<file path="src/rtl/dsm_pkg.sv">
`default_nettype none
// ============================================================================
// Module : dsm_pkg
// Brief  : Shared constants and output-range helpers for the dsm_mash modulator.
// Rev    : 1.0  initial release
// ============================================================================
package dsm_pkg;

    localparam int DOUT_W    = 3;
    localparam int ORDER_MIN = 1;
    localparam int ORDER_MAX = 2;

    // MASH 1-1 spans -1..+2; the single-accumulator loop only emits its carry.
    function automatic int dout_min(input int order);
        return (order == 2) ? -1 : 0;
    endfunction

    function automatic int dout_max(input int order);
        return (order == 2) ? 2 : 1;
    endfunction

endpackage
`default_nettype wire

</file>
<file path="src/rtl/dsm_mash_rca_adder.sv">
`default_nettype none
// ============================================================================
// Module : dsm_fa / rca_adder
// Brief  : 1-bit full-adder cell and a WIDTH-bit ripple-carry adder built from it.
// Rev    : 1.0  initial release
// ============================================================================
module dsm_fa (
    input  logic i_a,
    input  logic i_b,
    input  logic i_cin,
    output logic o_sum,
    output logic o_cout
);
    assign o_sum  = i_a ^ i_b ^ i_cin;
    assign o_cout = (i_a & i_b) | (i_cin & (i_a ^ i_b));
endmodule

module rca_adder #(
    parameter int WIDTH = 16
) (
    input  logic [WIDTH-1:0] a,
    input  logic [WIDTH-1:0] b,
    input  logic             cin,
    output logic [WIDTH-1:0] sum,
    output logic             cout
);
    logic [WIDTH:0] w_carry;

    assign w_carry[0] = cin;
    assign cout       = w_carry[WIDTH];

    generate
        for (genvar gi = 0; gi < WIDTH; gi++) begin : g_bit
            dsm_fa u_fa (
                .i_a    (a[gi]),
                .i_b    (b[gi]),
                .i_cin  (w_carry[gi]),
                .o_sum  (sum[gi]),
                .o_cout (w_carry[gi+1])
            );
        end
    endgenerate
endmodule
`default_nettype wire

</file>
<file path="src/rtl/dsm_mash.sv">
`default_nettype none
// ============================================================================
// Module : dsm_mash
// Brief  : First-order or MASH 1-1 digital delta-sigma modulator, 3-bit output.
// Rev    : 1.0  initial release
// ============================================================================
module dsm_mash
    import dsm_pkg::*;
#(
    parameter int WIDTH = 16,
    parameter int ORDER = 2
) (
    input  logic              clk,
    input  logic              rst_n,
    input  logic              en,
    input  logic              clr,
    input  logic [WIDTH-1:0]  din,
    output logic [DOUT_W-1:0] dout,
    output logic              dout_valid,
    output logic              ovf_c1
);
    generate
        if (ORDER < ORDER_MIN || ORDER > ORDER_MAX) begin : g_bad_order
            $error("dsm_mash: ORDER must be 1 or 2");
        end
        if (WIDTH < 2 || WIDTH > 32) begin : g_bad_width
            $error("dsm_mash: WIDTH must be in 2..32");
        end
    endgenerate

    logic [WIDTH-1:0]  r_acc1;
    logic [WIDTH-1:0]  w_s1;
    logic              w_c1;
    logic [DOUT_W-1:0] w_y;
    logic [DOUT_W-1:0] r_dout;
    logic              r_dout_valid;
    logic              r_ovf_c1;

    rca_adder #(.WIDTH(WIDTH)) u_add1 (
        .a    (r_acc1),
        .b    (din),
        .cin  (1'b0),
        .sum  (w_s1),
        .cout (w_c1)
    );

    generate
        if (ORDER == 2) begin : g_mash11
            logic [WIDTH-1:0] r_acc2;
            logic [WIDTH-1:0] w_s2;
            logic             w_c2;
            logic             r_c2_d;

            // Stage 2 integrates the freshly computed stage-1 sum, not the old acc1.
            rca_adder #(.WIDTH(WIDTH)) u_add2 (
                .a    (r_acc2),
                .b    (w_s1),
                .cin  (1'b0),
                .sum  (w_s2),
                .cout (w_c2)
            );

            always_ff @(posedge clk or negedge rst_n) begin
                if (!rst_n) begin
                    r_acc2 <= '0;
                    r_c2_d <= 1'b0;
                end else if (clr) begin
                    r_acc2 <= '0;
                    r_c2_d <= 1'b0;
                end else if (en) begin
                    r_acc2 <= w_s2;
                    r_c2_d <= w_c2;
                end
            end

            // 3-bit modular arithmetic yields the two's-complement -1..+2 directly.
            assign w_y = DOUT_W'(w_c1) + DOUT_W'(w_c2) - DOUT_W'(r_c2_d);
        end else begin : g_first_order
            assign w_y = DOUT_W'(w_c1);
        end
    endgenerate

    always_ff @(posedge clk or negedge rst_n) begin
        if (!rst_n) begin
            r_acc1       <= '0;
            r_dout       <= '0;
            r_dout_valid <= 1'b0;
            r_ovf_c1     <= 1'b0;
        end else if (clr) begin
            r_acc1       <= '0;
            r_dout       <= '0;
            r_dout_valid <= 1'b0;
            r_ovf_c1     <= 1'b0;
        end else if (en) begin
            r_acc1       <= w_s1;
            r_dout       <= w_y;
            r_dout_valid <= 1'b1;
            r_ovf_c1     <= w_c1;
        end else begin
            r_dout_valid <= 1'b0;
        end
    end

    assign dout       = r_dout;
    assign dout_valid = r_dout_valid;
    assign ovf_c1     = r_ovf_c1;
endmodule
`default_nettype wire
</file>
<file path="config.mk">
export PLATFORM = sky130hd
export DESIGN_NAME = dsm_mash
export DESIGN_NICKNAME = d
export VERILOG_FILES = /design/src/rtl/dsm_pkg.sv /design/src/rtl/dsm_mash_rca_adder.sv /design/src/rtl/dsm_mash.sv
export SDC_FILE = /design/constraint.sdc
export NUM_CORES = 1
export LEC_CHECK = 0
export ABC_CLOCK_PERIOD_IN_PS = 23600
export BUFFER_PORTS_ARGS = -buffer_cell sky130_fd_sc_hd__buf_2
export CAP_MARGIN = 20
export CORE_ASPECT_RATIO = 0.6
export CORE_UTILIZATION = 40
export CTS_BUF_LIST = sky130_fd_sc_hd__clkbuf_4
export CTS_CLUSTER_SIZE = 12
export DETAILED_ROUTE_END_ITERATION = 8
export PLACE_DENSITY = 0.65
export SLEW_MARGIN = 15
export SYNTH_ARGS = -nofsm -noshare
export SYNTH_HDL_FRONTEND = slang
export SYNTH_SLANG_ARGS = --single-unit
</file>
<file path="constraint.sdc">
create_clock -name clk -period 23.6 [get_ports clk]
set_input_delay 1.18 -clock clk [delete_from_list [all_inputs] [get_ports clk]]
set_output_delay 1.18 -clock clk [all_outputs]
set_load 0.01 [all_outputs]
</file>
==> flow_summary_export.csv, run 1 <==
group,metric,value,unit
status,outcome,"completed",
place,gp_congestion,0.666,
detailed_routing,drc,0,
yosys,synth_xor_xnor_area_share,0,%
final_layout,final_common_cell,"inv_1",
setup_path,critPathKind,"in2reg",
die,die_h,61.8,µm
setup_path,reg2regPathDepth,27,
power,power_density,82.4,mW/mm²
timing,rsz0062_at_grt,"false",
setup_path,required,23.87,ns
clocking,numCtsBuffers,5,
detailed_routing,wire_per_inst,11.7,µm
yosys,synthAdderAreaFrac,27.8,%
timing,period_share,38.6,%
yosys,synth_top_family_by_area,"adder cells",
clocking,cts.sinks,38,
flow_run,maxCapViolCount,0,
yosys,syn_area,0.00239,mm²
grt,grt_start_max_net_pins,57,
yosys,synth_warnings,0,
yosys,synth_nets,268,
detailed_routing,via_per_inst,4.39,
yosys,synth_compound_area_share,5.45,%
die,io_pins,25,
grt,grt.total_usage,13.9,%
clocking,cts_resized,0,
yosys,yosysTopAreaCellShare,39.8,%
final_layout,n_antenna_cell,0,
power,power.internal,0.135,mW
yosys,avgSynthCellArea,11.2,µm²
clocking,clk_pin_slew,0.12,ns
timing,fmax,110,MHz
clocking,clock_latency,0.34,ns
clocking,htreeDepth,2,
yosys,ys_seq_area_share,39.8,%
setup_path,r2r-start,"r_acc1[0]",
clocking,tritoncts,"done",
final_layout,syn2layout_area_growth,8.60,%
timing,tightest_slew,0.860,ns
timing,relSlewSlack,42.7,%
die,rows,21,
power,p_sw,0.0783,mW
die,fp.dieW,102,µm
yosys,synthMuxAreaShare,7.97,%
min_path,min_delay_worst_endpoint,"dout[0]",
detailed_routing,ant_nets,0,
min_path,hp-class,"reg2reg",
place,pre_cts_slack,14.00,ns
grt,antenna_found_initial,0,
timing,setup_violations,0,
power,sw_frac_of_total,36.7,%
setup_path,arrival,9.39,ns
timing,fin_hold_ws,0.532,ns
detailed_routing,drt_pre_antenna_iters,3,
place,io_buffers,24,
yosys,synth_top_area_cell,"dfrtp_1",
grt,grt_pass1_wl,6.35,mm
timing,slew_viol_final,0,
final_layout,final_cell_mix,"inv_1, dfrtp_1, nor2_1",
clocking,clk_path_buf_depth,2,
clocking,cts_root_buf,"clkbuf_4",
detailed_routing,drtIter0Drc,45,
power,seq_power_share,41.6,%
final_layout,drive_above_1_share,14.0,%
final_layout,final_core_util,45.9,%
die,dieArea,0.00629,mm²
min_path,hold_path_depth,2,
final_layout,fillCellCount,547,
setup_path,rr_endpoint,"dout[1]",
power,leakagePower,1.33,nW
detailed_routing,routed_wl,3.68,mm
grt,grt_pass1_vias,1423,
power,clkPwrFrac,16.1,%
timing,fin_skew,0.0109,ns
clocking,cts_setup_buffers,0,
die,coreArea,0.00565,mm²
min_path,hp-start,"dout[0]",
yosys,yosys_register_bits,38,
setup_path,path_max_fanout,2,
detailed_routing,vias,1384,
timing,finalHoldViolCount,0,
place,hpwlAfterDp,2.54,mm
yosys,synth_cell_types,15,
final_layout,fin_nets,289,
die,initial_core_util,42.3,%
timing,setup-tns-final,0,ns
yosys,synthCells,213,
setup_path,cp-start-kind,"input port",
clocking,postCtsHoldBufs,0,
setup_path,crit_path_end_kind,"flip-flop",
timing,layout_setup_ws,14.49,ns
power,vdd_drop_max,31.5,µV
yosys,synth.area.top_cells,"dfrtp_1, fa_1, mux2i_1, inv_1, nor2_1",
timing,fin_crit,9.11,ns
setup_path,rrSetupSlack,15.03,ns
power,pwr-share-comb,42.2,%
grt,grt_remaining_overflow,0,
yosys,synthSimpleGateAreaFrac,8.28,%
## metrics by stage
step	power (mW)	cell area (µm²)	std cells
final	0.214	2590	315
after global placement	0.179	2540	307
after global routing	0.239	2590	315
after floorplan	0.161	2390	213
after detailed placement	0.182	2540	307
after CTS	0.219	2590	315
## how the worst max path moves through the flow
stage | depth (start not counted) | start | slack (ns) | endpoint
floorplan | 27 | din[0] | 14.59 | dout[1]
global placement | 28 | din[0] | 14.15 | dout[1]
detailed placement | 28 | din[0] | 14.00 | dout[1]
CTS | 28 | din[0] | 14.37 | dout[1]
global route | 28 | din[0] | 14.13 | dout[1]
finish | 28 | din[0] | 14.49 | dout[1]
## state kept, by name, summed over array words and instances, names as in the netlist
register	cells
dout	3
dout_valid	1
g_mash11.r_acc2	16
g_mash11.r_c2_d	1
ovf_c1	1
r_acc1	16
## layout make-up
type	count	area [µm²]	share of cell area (%)
sequential	38	951	36.7
timing repair buffer	24	123	4.73
clock buffer	6	45.0	1.74
clock inverter	2	8.76	0.338
inverter	49	184	7.09
multi-input combinational	116	1180	45.6
tap	80	100	3.86
## cell families (layout without fill, tap and decap cells)
family,after synthesis,after routing
AO/OA/AOI/OAI,18,18
AND/OR/NAND/NOR,44,44
multiplexers,19,19
buffers and inverters,59,81
adder cells (fa/ha/maj),35,35
flip-flops,38,38
## power by group through the flow
stage / Combinational [mW] / Clock (mW) / Sequential [mW]
floorplan: 0.0719 / 0 / 0.0890
global placement: 0.0891 / 0 / 0.0898
detailed placement: 0.0920 / 0 / 0.0904
CTS: 0.0937 / 0.0360 / 0.0892
global route: 0.110 / 0.0382 / 0.0910
finish: 0.0902 / 0.0344 / 0.0889
## metal layers
layer / global-route usage [%] / routed length [µm] / part of all wire [%] / vias up
met3: 4.03 / 135 / 3.7 / 5
met1: 19.4 / 1900 / 52 / 680
met5: 0 / 0 / 0 / -
met4: 4.35 / 32 / 0.87 / 0
met2: 21.1 / 1620 / 44 / 19
li1: - / - / - / 680
## Yosys cell counts
| master | n |
|---|---|
| buf_2 | 3 |
| buf_4 | 2 |
| a211oi_2 | 2 |
| fa_1 | 30 |
| buf_6 | 3 |
| nand2b_1 | 12 |
| nor2_1 | 31 |
| clkbuf_1 | 2 |
| mux2i_1 | 19 |
| a21oi_1 | 6 |
| a211oi_1 | 10 |
| dfrtp_1 | 38 |
| nor2b_1 | 1 |
| ha_1 | 5 |
| inv_1 | 49 |
## critical path: stages
cell and delay (ns):
buf_2 0.08, ha_1 0.13, inv_1 0.05, fa_1 0.41
fa_1 0.45, fa_1 0.44, fa_1 0.45, fa_1 0.56
inv_1 0.07, fa_1 0.46, fa_1 0.44, fa_1 0.43
fa_1 0.43, fa_1 0.44, fa_1 0.42, fa_1 0.44
fa_1 0.44, fa_1 0.44, fa_1 0.39, inv_1 0.08
fa_1 0.18, ha_1 0.22, inv_1 0.06, ha_1 0.13
inv_1 0.04, ha_1 0.25, nand2b_1 0.14, a21oi_1 0.14
No activity file was read; power rests on OpenSTA's default activity.
==> run 2, diff against run 1 <==
- ABC_CLOCK_PERIOD_IN_PS: 23600 -> 9400
- clock period: 23.6 -> 9.4 ns (I/O delays scaled with it)
==> run 2 against run 1 <==
Compared with the run above: worst setup slack got worse by 14 ns; sequential power rose to 2.5 times the previous value; register-to-register slack got worse by 14 ns; combinational power grew 150%; clock skew up 0.0027 ns; largest power group unchanged; worst hold slack worse by 0.31 ns; routed wire length is 1.1% higher; die area stayed put; global-route usage rose by 0.41 points; sequential share of layout area decreased by 0.25 points.
==> flow_summary_export.csv, run 2 (synthesis gave the netlist of run 1 again) <==
group,metric,value,unit
status,outcome,"completed",
setup_path,endpoint,"dout[1]",
detailed_routing,drt_pre_antenna_iters,4,
timing,period_share,91.0,%
clocking,cts_setup_buffers,0,
detailed_routing,drc,0,
power,vdd_drop_max,89.7,µV
clocking,postCtsHoldBufs,0,
setup_path,r2r-start,"r_acc1[0]",
place,placed_area,0.00254,mm²
final_layout,final_cells,316,
setup_path,required,9.67,ns
timing,relSlewSlack,41.4,%
flow_run,maxCapViolCount,0,
power,clkPwrFrac,16.2,%
clocking,cts_root_buf,"clkbuf_4",
min_path,hp-class,"in2async",
die,fp.dieW,102,µm
clocking,clock_latency,0.35,ns
power,seq_power_share,41.8,%
setup_path,critPathKind,"reg2reg",
setup_path,cp-start-kind,"flip-flop",
power,sw_frac_of_total,36.8,%
final_layout,fin_nets,290,
timing,tightest_slew,0.879,ns
timing,fin_skew,0.0136,ns
power,power_density,205,mW/mm²
final_layout,syn2layout_area_growth,9.33,%
clocking,clk_pin_slew,0.13,ns
power,p_sw,0.197,mW
setup_path,crit_path_end_kind,"flip-flop",
clocking,htreeDepth,2,
final_layout,final_cell_mix,"inv_1, dfrtp_1, nor2_1",
power,leakagePower,1.33,nW
place,gp_congestion,0.687,
setup_path,crit_start,"r_acc1[0]",
timing,finalHoldViolCount,0,
setup_path,rrSetupSlack,0.85,ns
die,initial_core_util,42.3,%
place,place_inst,307,
clocking,cts.sinks,38,
timing,fmax,117,MHz
place,io_buffers,24,
timing,setup_violations,0,
grt,grt_remaining_overflow,0,
timing,setup-tns-final,0,ns
detailed_routing,routed_wl,3.72,mm
power,power.internal,0.339,mW
setup_path,reg2regPathDepth,27,
grt,grt_pass1_wl,6.58,mm
timing,rsz0062_at_grt,"false",
final_layout,n_antenna_cell,0,
final_layout,drive_above_1_share,14.4,%
die,die_h,61.8,µm
detailed_routing,ant_nets,0,
detailed_routing,vias,1374,
detailed_routing,via_per_inst,4.35,
grt,antenna_found_initial,0,
grt,grt.total_usage,14.3,%
detailed_routing,drtIter0Drc,55,
setup_path,path_max_fanout,2,
die,coreArea,0.00565,mm²
timing,slew_viol_final,0,
power,pwr-share-comb,42.0,%
final_layout,final_cell_area,0.00261,mm²
clocking,tritoncts,"done",
setup_path,rr_endpoint,"dout[1]",
final_layout,final_common_cell,"inv_1",
detailed_routing,wire_per_inst,11.8,µm
place,hpwlAfterDp,2.54,mm
clocking,numCtsBuffers,5,
clocking,clk_path_buf_depth,2,
setup_path,arrival,8.82,ns
grt,grt_pass1_vias,1410,
clocking,cts_resized,0,
grt,grt_start_max_net_pins,57,
die,dieArea,0.00629,mm²
die,io_pins,25,
die,rows,21,
timing,fin_crit,8.55,ns
[run 2: cell count changes in the layout (fill, tap and decap cells not counted)]
cell / delta
buf_12: +1
buf_4: -1
buf_2: +1
[run 2: worst min path at each step]
stage	start	end	slack, ns	cells past startpoint
finish	rst_n	r_acc1[4]	0.22	1
global route	rst_n	r_acc1[8]	0.30	1
CTS	rst_n	r_acc1[4]	0.25	1
detailed placement	dout[0]	dout[0]	0.51	2
global placement	dout[0]	dout[0]	0.50	2
floorplan	rst_n	dout[0]	0.17	0
[run 2: power by group through the flow]
stage / Clock [mW] / Combinational, mW / Sequential (mW)
after detailed placement: 0 / 0.230 / 0.227
after global routing: 0.0990 / 0.273 / 0.229
after CTS: 0.0923 / 0.232 / 0.224
after global placement: 0 / 0.224 / 0.226
final: 0.0866 / 0.225 / 0.224
after floorplan: 0 / 0.181 / 0.224
[run 2: cell type report]
| class | count | area, µm² |
|---|---|---|
| repair buffers | 25 | 140 |
| fillers | 552 | 3040 |
| inverters | 49 | 184 |
| clock buffers | 6 | 45.0 |
| well taps | 80 | 100 |
| flip-flops and latches | 38 | 951 |
| clock inverters | 2 | 8.76 |
| multi-input cells | 116 | 1180 |
[run 2: per-stage QoR]
| step | worst slack (ns) | util [%] | hold slack, ns | total power, mW |
|---|---|---|---|---|
| after floorplan | 1.10 | - | 0.174 | 0.404 |
| after global placement | 0.615 | 44.9 | 0.504 | 0.449 |
| after detailed placement | 0.601 | 44.9 | 0.509 | 0.457 |
| after CTS | 0.739 | 45.8 | 0.251 | 0.549 |
| after global routing | 0.382 | 46.2 | 0.301 | 0.601 |
| final | 0.847 | 46.2 | 0.223 | 0.536 |
[run 2: routing by layer]
metal	track usage [%]	part of all wire [%]	wire length [µm]	vias up
li1	-	-	-	684
met1	21.4	56	2080	665
met2	20.1	39	1460	20
met3	4.03	3.7	137	5
met4	4.35	0.91	34	0
met5	0	0	0	-
[run 2: worst max-delay path: stages, from the launching register on]
cell	delay (ns)
dfrtp_1	0.38
ha_1	0.15
inv_1	0.05
fa_1	0.42
fa_1	0.43
fa_1	0.57
inv_1	0.08
fa_1	0.47
fa_1	0.43
fa_1	0.45
fa_1	0.44
fa_1	0.43
fa_1	0.43
fa_1	0.43
fa_1	0.42
fa_1	0.43
fa_1	0.42
fa_1	0.42
fa_1	0.39
inv_1	0.08
fa_1	0.18
ha_1	0.22
inv_1	0.06
ha_1	0.13
inv_1	0.04
ha_1	0.26
nand2b_1	0.14
a21oi_1	0.13
==> run 3, diff against run 2 <==
- ABC_CLOCK_PERIOD_IN_PS: 9400 -> 7350
- PLACE_DENSITY: 0.65 -> 0.67
- clock period: 9.4 -> 7.35 ns (I/O delays scaled with it)
==> run 3 against run 2 <==
Compared with the run above: the run now ends with negative setup slack left; critical path depth unchanged; via count up 3.1%; sequential power up 29%; clock power up 66%; critical path type unchanged; largest cell class unchanged; largest power group unchanged; highest routed layer unchanged.
==> flow_summary_export.csv, run 3 (synthesis gave the netlist of run 1 again) <==
group,metric,value,unit
setup_path,crit_start,"r_acc1[0]",
status,outcome,"finished, violations left",
setup_path,cp-start-kind,"flip-flop",
min_path,hp-class,"in2async",
grt,antenna_found_initial,0,
timing,rsz0062_at_grt,"true",
detailed_routing,drt_pre_antenna_iters,3,
die,initial_core_util,42.3,%
timing,fmax,133,MHz
status,violations,"negative setup slack",
final_layout,syn2layout_area_growth,15.9,%
die,io_pins,25,
flow_run,maxCapViolCount,0,
setup_path,path_max_fanout,2,
grt,grt_start_max_net_pins,57,
clocking,cts.sinks,38,
setup_path,arrival,7.71,ns
place,gp_congestion,0.656,
die,fp.dieW,102,µm
final_layout,final_common_cell,"inv_1",
detailed_routing,wire_per_inst,11.6,µm
final_layout,n_antenna_cell,0,
final_layout,drive_above_1_share,31.2,%
die,die_h,61.8,µm
detailed_routing,drtIter0Drc,58,
detailed_routing,routed_wl,3.68,mm
power,power_density,274,mW/mm²
grt,grt.total_usage,14.1,%
timing,setup-tns-final,-0.216,ns
die,coreArea,0.00565,mm²
setup_path,crit_slowest_cell,"fa_2",
setup_path,slowest_delay,0.57,ns
power,vdd_drop_max,113,µV
place,io_buffers,24,
clocking,clk_path_buf_depth,2,
grt,grt_pass1_wl,6.59,mm
setup_path,r2r-start,"r_acc1[0]",
timing,fin_skew,0.00418,ns
final_layout,register_area,951,µm²
timing,period_share,102,%
timing,fin_hold_ws,0.121,ns
timing,slew_viol_final,0,
final_layout,fillCellCount,522,
setup_path,reg2regPathDepth,27,
timing,tightest_slew,0.858,ns
clocking,htreeDepth,2,
power,leakagePower,1.34,nW
setup_path,crit_path_end_kind,"flip-flop",
clocking,tritoncts,"done",
detailed_routing,ant_nets,0,
grt,grt_remaining_overflow,0,
clocking,clock_latency,0.34,ns
final_layout,multi_input_area,0.00130,mm²
clocking,numCtsBuffers,5,
detailed_routing,via_per_inst,4.47,
power,finalPower,0.758,mW
grt,grt_pass1_vias,1473,
die,dieArea,0.00629,mm²
clocking,cts_root_buf,"clkbuf_4",
setup_path,required,7.56,ns
timing,fin_crit,7.50,ns
die,rows,21,
place,place_inst,308,
timing,layout_setup_ws,-0.152,ns
final_layout,final_cell_mix,"inv_1, dfrtp_1, nor2_1",
timing,relSlewSlack,42.8,%
final_layout,final_cells,317,
timing,finalHoldViolCount,0,
detailed_routing,vias,1417,
final_layout,fin_nets,291,
clocking,clk_pin_slew,0.12,ns
detailed_routing,drc,0,
setup_path,critPathKind,"reg2reg",
place,hpwlAfterDp,2.60,mm
timing,setup_violations,2,
setup_path,cp_common_cell,"fa_2",
run 3: area by class of cell:
| type | count | share of cell area (%) |
|---|---|---|
| Tap cell | 80 | 3.62 |
| Clock inverter | 3 | 1.45 |
| Sequential cell | 38 | 34.4 |
| Clock buffer | 5 | 1.36 |
| Inverter | 49 | 6.65 |
| Multi-Input combinational cell | 116 | 47.0 |
| Timing Repair Buffer | 26 | 5.61 |
run 3: per-stage QoR:
stage / setup WS, ns / util [%] / area (µm²)
global route: -0.422 / 49.0 / 2770
finish: -0.152 / 49.0 / 2770
global placement: -0.352 / 46.1 / 2610
floorplan: 0.0101 / - / 2450
detailed placement: -0.449 / 46.1 / 2610
CTS: -0.257 / 48.3 / 2730
run 3: worst max-delay path: cells and delay by family, from the launching register on:
kind | cells | cell delay, ns
AND/OR/NAND/NOR | 1 | 0.10
AO/OA/AOI/OAI | 1 | 0.05
buffers and inverters | 5 | 0.25
flip-flops | 1 | 0.37
adder cells (fa/ha/maj) | 20 | 6.59
run 3: final timing paths:
kind | endpoint | slack, ns
min reg2reg | dout[2] | 0.53
min | r_acc1[10] | 0.12
max in group asynchronous | g_mash11.r_acc2[14] | 6.69
max | dout[1] | -0.15
max reg2reg | dout[1] | -0.15
min in group clk | r_acc1[0] | 0.45
run 3: per-layer routing:
layer  track usage [%]  share of wire (%)
met1              19.1                 51
met2              23.0                 45
met3              4.03                3.6
met4              3.11               0.52
met5                 0                  0
run 3: power breakdown:
part | total (mW) | switching (mW) | internal [mW]
Sequential | 0.290 | 0.0337 | 0.256
Combinational | 0.325 | 0.163 | 0.162
Clock | 0.144 | 0.0731 | 0.0705
Total | 0.758 | 0.269 | 0.489
run 3: what timing repair did:
action                     in CTS  in global routing
hold buffers                    0                  0
pin swaps                       8                  3
setup buffers                   0                  0
resized for setup              13                  2
setup endpoints to repair       3                  4
